[src/rtl/adder_arb_pkg.sv]
// rtl/adder_arb_pkg.sv - shared types and constants for the arbitrated adder
package adder_arb_pkg;

    localparam int CNT_W = 16;

    typedef enum logic [1:0] {
        IDLE = 2'd0,
        CALC = 2'd1,
        RESP = 2'd2
    } state_t;

endpackage

[src/rtl/rr_pick.sv]
// rtl/rr_pick.sv - combinational round-robin pick: first set req bit at or after ptr
module rr_pick #(
    parameter int NREQ = 4,
    parameter int IDW  = $clog2(NREQ)
) (
    input  logic [NREQ-1:0] req,
    input  logic [IDW-1:0]  ptr,
    output logic [NREQ-1:0] grant,
    output logic [IDW-1:0]  idx
);

    logic [IDW-1:0] j;
    logic           found;

    always_comb begin
        grant = '0;
        idx   = '0;
        found = 1'b0;
        j     = '0;
        for (int i = 0; i < NREQ; i++) begin
            j = IDW'((int'(ptr) + i) % NREQ);
            if (!found && req[j]) begin
                found    = 1'b1;
                grant[j] = 1'b1;
                idx      = j;
            end
        end
    end

endmodule

[src/rtl/adder_arbiter.sv]
// rtl/adder_arbiter.sv - round-robin sequenced access to one shared WIDTH-bit adder
module adder_arbiter
    import adder_arb_pkg::*;
#(
    parameter int NREQ  = 4,
    parameter int WIDTH = 8,
    parameter int IDW   = $clog2(NREQ)
) (
    input  logic                  clk,
    input  logic                  rst,
    input  logic [NREQ-1:0]       req_valid,
    output logic [NREQ-1:0]       req_ready,
    input  logic [NREQ*WIDTH-1:0] req_a,
    input  logic [NREQ*WIDTH-1:0] req_b,
    output logic                  rsp_valid,
    input  logic                  rsp_ready,
    output logic [WIDTH-1:0]      rsp_sum,
    output logic                  rsp_carry,
    output logic [IDW-1:0]        rsp_id,
    output logic [CNT_W-1:0]      done_cnt
);

    typedef struct packed {
        logic [WIDTH-1:0] sum;
        logic             carry;
        logic [IDW-1:0]   id;
    } result_t;

    state_t           state;
    logic [IDW-1:0]   ptr;
    logic [IDW-1:0]   ptr_next;
    logic [IDW-1:0]   op_id;
    logic [WIDTH-1:0] op_a;
    logic [WIDTH-1:0] op_b;
    result_t          res;
    logic [NREQ-1:0]  pick_grant;
    logic [IDW-1:0]   pick_idx;
    logic [WIDTH-1:0] a_lane [NREQ];
    logic [WIDTH-1:0] b_lane [NREQ];

    for (genvar i = 0; i < NREQ; i++) begin : g_lane
        assign a_lane[i] = req_a[i*WIDTH +: WIDTH];
        assign b_lane[i] = req_b[i*WIDTH +: WIDTH];
    end

    rr_pick #(
        .NREQ (NREQ),
        .IDW  (IDW)
    ) u_pick (
        .req   (req_valid),
        .ptr   (ptr),
        .grant (pick_grant),
        .idx   (pick_idx)
    );

    // Gated by rst so a held reset never advertises acceptance.
    assign req_ready = (state == IDLE && !rst) ? pick_grant : '0;

    assign ptr_next  = (res.id == IDW'(NREQ - 1)) ? '0 : res.id + 1'b1;

    assign rsp_sum   = res.sum;
    assign rsp_carry = res.carry;
    assign rsp_id    = res.id;

    always_ff @(posedge clk or posedge rst) begin
        if (rst) begin
            state     <= IDLE;
            ptr       <= '0;
            op_id     <= '0;
            op_a      <= '0;
            op_b      <= '0;
            res       <= '0;
            rsp_valid <= 1'b0;
            done_cnt  <= '0;
        end else begin
            case (state)
                IDLE: begin
                    if (|req_valid) begin
                        op_a  <= a_lane[pick_idx];
                        op_b  <= b_lane[pick_idx];
                        op_id <= pick_idx;
                        state <= CALC;
                    end
                end
                CALC: begin
                    {res.carry, res.sum} <= {1'b0, op_a} + {1'b0, op_b};
                    res.id    <= op_id;
                    rsp_valid <= 1'b1;
                    state     <= RESP;
                end
                RESP: begin
                    if (rsp_ready) begin
                        rsp_valid <= 1'b0;
                        ptr       <= ptr_next;
                        done_cnt  <= done_cnt + 1'b1;
                        state     <= IDLE;
                    end
                end
                default: state <= IDLE;
            endcase
        end
    end

endmodule

[config.mk]
export PLATFORM = sky130hd
export DESIGN_NAME = adder_arbiter
export DESIGN_NICKNAME = d
export VERILOG_FILES = /design/src/rtl/adder_arb_pkg.sv /design/src/rtl/rr_pick.sv /design/src/rtl/adder_arbiter.sv
export SDC_FILE = /design/constraint.sdc
export NUM_CORES = 1
export LEC_CHECK = 0
export CAP_MARGIN = 15
export CORE_ASPECT_RATIO = 0.6
export CORE_MARGIN = 2
export CORE_UTILIZATION = 35
export CTS_CLUSTER_DIAMETER = 80
export CTS_CLUSTER_SIZE = 28
export DETAILED_ROUTE_END_ITERATION = 16
export GPL_TIMING_DRIVEN = 1
export HOLD_SLACK_MARGIN = 0.12
export SYNTH_ARGS = -nofsm -noshare
export SYNTH_HDL_FRONTEND = slang
export SYNTH_HIERARCHICAL = 1
export SYNTH_SLANG_ARGS = --single-unit
export TNS_END_PERCENT = 10
[constraint.sdc]
create_clock -name clk -period 9.25 [get_ports clk]
set_input_delay 1.85 -clock clk [delete_from_list [all_inputs] [get_ports clk]]
set_output_delay 1.85 -clock clk [all_outputs]
set_load 0.005 [all_outputs]
==> flow_summary.ini <==
[logic_synthesis]
syn_inst = 287
yosysTopAreaCell = dfrtp_1
syn_area_sq_um = 3291
synth_edf_count = 0
synth_common_cells = dfrtp_1 (50), nand2_1 (36), mux4_2 (19), mux2_2 (18), ha_1 (15)
yosysMostFrequentCell = dfrtp_1
ys_seq_elements = 50
ys_top_cells_by_area = dfrtp_1 (38%), mux4_2 (13%), mux2_2 (6.2%)
synth.distinct_cells = 55
syn_area_per_cell_sq_um = 11.47
ys_async_sr_fraction_pct = 100.0
ys.flop_type = dfrtp_1
synth_top_area_share_pct = 38.02
syn_nets = 374
yosysSeqAreaShare_pct = 38.02
ys_warn_count = 6

[global_route]
grt_pass1_vias = 2560
use_met2_pct = 24.68
use_met3_pct = 4.111
grt_usage_pct = 15.77
grt_busiest_layer = met2
overflow = 0
use_met1_pct = 22.13
grt_pass1_wl_mm = 12.67
grt_start_max_net_pins = 51
antenna_found_initial = 0

[sta]
clock_skew_ns = 0.005197
holdWs_ns = 0.4673
fmax_ghz = 0.1600
maxSlewViolCount = 0
fin_crit_sh_pct = 67.56
relSlewSlack_pct = 42.68
fin_crit_ns = 6.249
rsz0062_at_grt = no
worst_pin_slew_ns = 0.8570
hold_viol_final = 0
setup-violations-final = 0
tns_ns = 0
fin_ws_ns = 3.001

[power_and_ir_drop]
seq_power_share_pct = 28.2
pwr-share-clk_pct = 12.4
power_density_nw_per_um2 = 306.4
total_power_mw = 1.395
p_sw_share_pct = 37.88
p_sw_uw = 528.3
p_int_uw = 866.4
ir_drop_uv = 109.9
pwr-share-comb_pct = 59.3
p_leak_nw = 1.870

[placement]
pre_cts_ws_ns = 3.025
numPortBuffers = 102
place_area_sq_um = 4380
placed_cells = 504
gp_congestion = 0.8495
post-dp-hpwl_mm = 5.758

[clock_network]
clk_root_buffer_cell = clkbuf_16
ctsHoldBuffers = 0
clock_sinks = 50
cts_made_buffers = 5
cts_setup_buffers = 0
cts.clk_slew.worst_paths_ns = 0.06
cts_max_path_buffers = 2
cts_tree = done
cts_resized = 0
cts_max_level = 2
clkLatencyLatePin_ns = 0.28

[drt]
num_vias = 2586
ant_nets = 0
viasPerCell = 5.041
drc = 0
firstDrtPassIters = 4
avgRoutedWirePerCell_um = 14.69
drt-initial-drc-count = 119
routed_wl_mm = 7.538

[critical_path]
cpMostUsedCell = clkdlybuf4s50_1
path_class = input port to output port
worst_setup_path_end_kind = output port
max_stage_delay_ns = 0.72
arrival_ns = 4.40
crit_buf_inv = 2
worstPathRequired_ns = 7.40
critPathSlowestCell = clkdlybuf4s50_1
cp-start-kind = input port
crit_family = buffers and inverters
cp_max_fo = 12
path_cells = clkdlybuf4s50_1, nor3b_1, o21ai_0, o31ai_1, a221o_2, and2_1, clkdlybuf4s50_1

[finish]
final_cells = 513
drive_gt1_share_pct = 16.45
register_area_sq_um = 1251
area_growth_syn_to_layout_pct = 38.33
n_antenna_cell = 0
multi_input_area_sq_um = 1919
fillers = 822
nets = 470
fin_util_pct = 49.72
finalInstanceArea_sq_um = 4552

[die]
die_w_um = 129.2
coreArea_sq_um = 9155
num_rows = 27
dieArea_sq_um = 10220
ios = 103
start_util_pct = 35.94
dieHeight_um = 79.11

[flow_run]
maxCapViolations = 0

[run_status]
status = finished clean

[min_path]
hp-class = flip-flop to flip-flop
==> cells by family after synthesis <==
logic type                 share of synthesized area [%]
muxes                                              19.77
xor gates and xnor gates                           4.259
DFF                                                38.02
adders and majority gates                          6.312
and+or+nand+nor                                    17.49
AOI/OAI and AO/OA                                  10.30
buffers and inverters                              3.840
==> worst paths after layout <==
check	endpoint	depth (start not counted)	start	slack, ns
min reg2reg	rsp_id[1]	2	op_id[1]	0.47
max	req_ready[0]	7	req_valid[1]	3.00
max reg2reg	op_b[5]	8	ptr[0]	5.65
max in group asynchronous	op_b[0]	3	rst	6.83
min in group asynchronous	ptr[0]	2	rst	1.92
min	rsp_id[1]	2	op_id[1]	0.47
==> layout make-up <==
cell class / instances / area share [%]
sequential: 50 / 27.49
timing repair buffer: 105 / 23.36
clock buffer: 6 / 2.831
tap: 130 / 3.573
multi-input combinational: 216 / 42.17
inverter: 5 / 0.4123
clock inverter: 1 / 0.1649
==> placed cells by master, fill, tap and decap left out, types with 2 or more instances in the layout <==
| cell type | Yosys | routed |
|---|---|---|
| and2_1 | 4 | 4 |
| a221o_2 | 4 | 4 |
| ha_1 | 15 | 15 |
| xor2_1 | 3 | 3 |
| o31a_1 | 2 | 2 |
| or2_2 | 2 | 2 |
| nand2_1 | 36 | 36 |
| dfrtp_1 | 50 | 50 |
| clkdlybuf4s50_1 | 0 | 102 |
| nor3_1 | 5 | 5 |
| or3_1 | 2 | 2 |
| nor3b_1 | 4 | 4 |
| clkbuf_16 | 0 | 5 |
| and3b_1 | 2 | 2 |
| o31ai_1 | 5 | 5 |
| a21o_1 | 2 | 2 |
| o21bai_1 | 3 | 3 |
| o21ai_0 | 14 | 14 |
| and3_1 | 5 | 5 |
| mux4_2 | 19 | 19 |
| nand4_1 | 3 | 3 |
| o21a_1 | 3 | 3 |
| nand3_1 | 8 | 8 |
| inv_1 | 5 | 4 |
| nand2b_1 | 2 | 2 |
| a211oi_1 | 6 | 6 |
| xnor2_1 | 13 | 13 |
| mux2_2 | 18 | 18 |
| nor2_1 | 11 | 11 |
| mux2i_1 | 2 | 2 |
==> worst register-to-register path: stages (launching register included) <==
cell	delay, ns
dfrtp_1	0.74
inv_1	0.19
ha_1	0.45
o21ai_0	0.13
o31ai_1	0.58
o31a_1	0.24
buf_4	0.33
mux4_2	0.57
mux2_2	0.27
==> flip-flops by register name, summed over array words and instances, names as in the netlist <==
register / count
done_cnt: 16
op_id: 2
op_b: 8
rsp_carry: 1
ptr: 2
rsp_valid: 1
state: 2
op_a: 8
rsp_sum: 8
rsp_id: 2
==> power by group through the flow <==
stage	sequential [mW]	clock (mW)	combinational, mW
after floorplan	0.370	0	0.629
after global placement	0.396	0	0.810
after detailed placement	0.402	0	0.822
after CTS	0.398	0.180	0.829
after global routing	0.412	0.190	0.918
final	0.394	0.173	0.828
==> layer usage <==
layer	routed length [um]	share of wire (%)	vias up
li1	-	-	1259
met1	3667	49	1233
met5	0	0	-
met2	3287	44	90
met4	58	0.77	0
met3	525	7.0	4
Power figures use the tool's default switching activity.
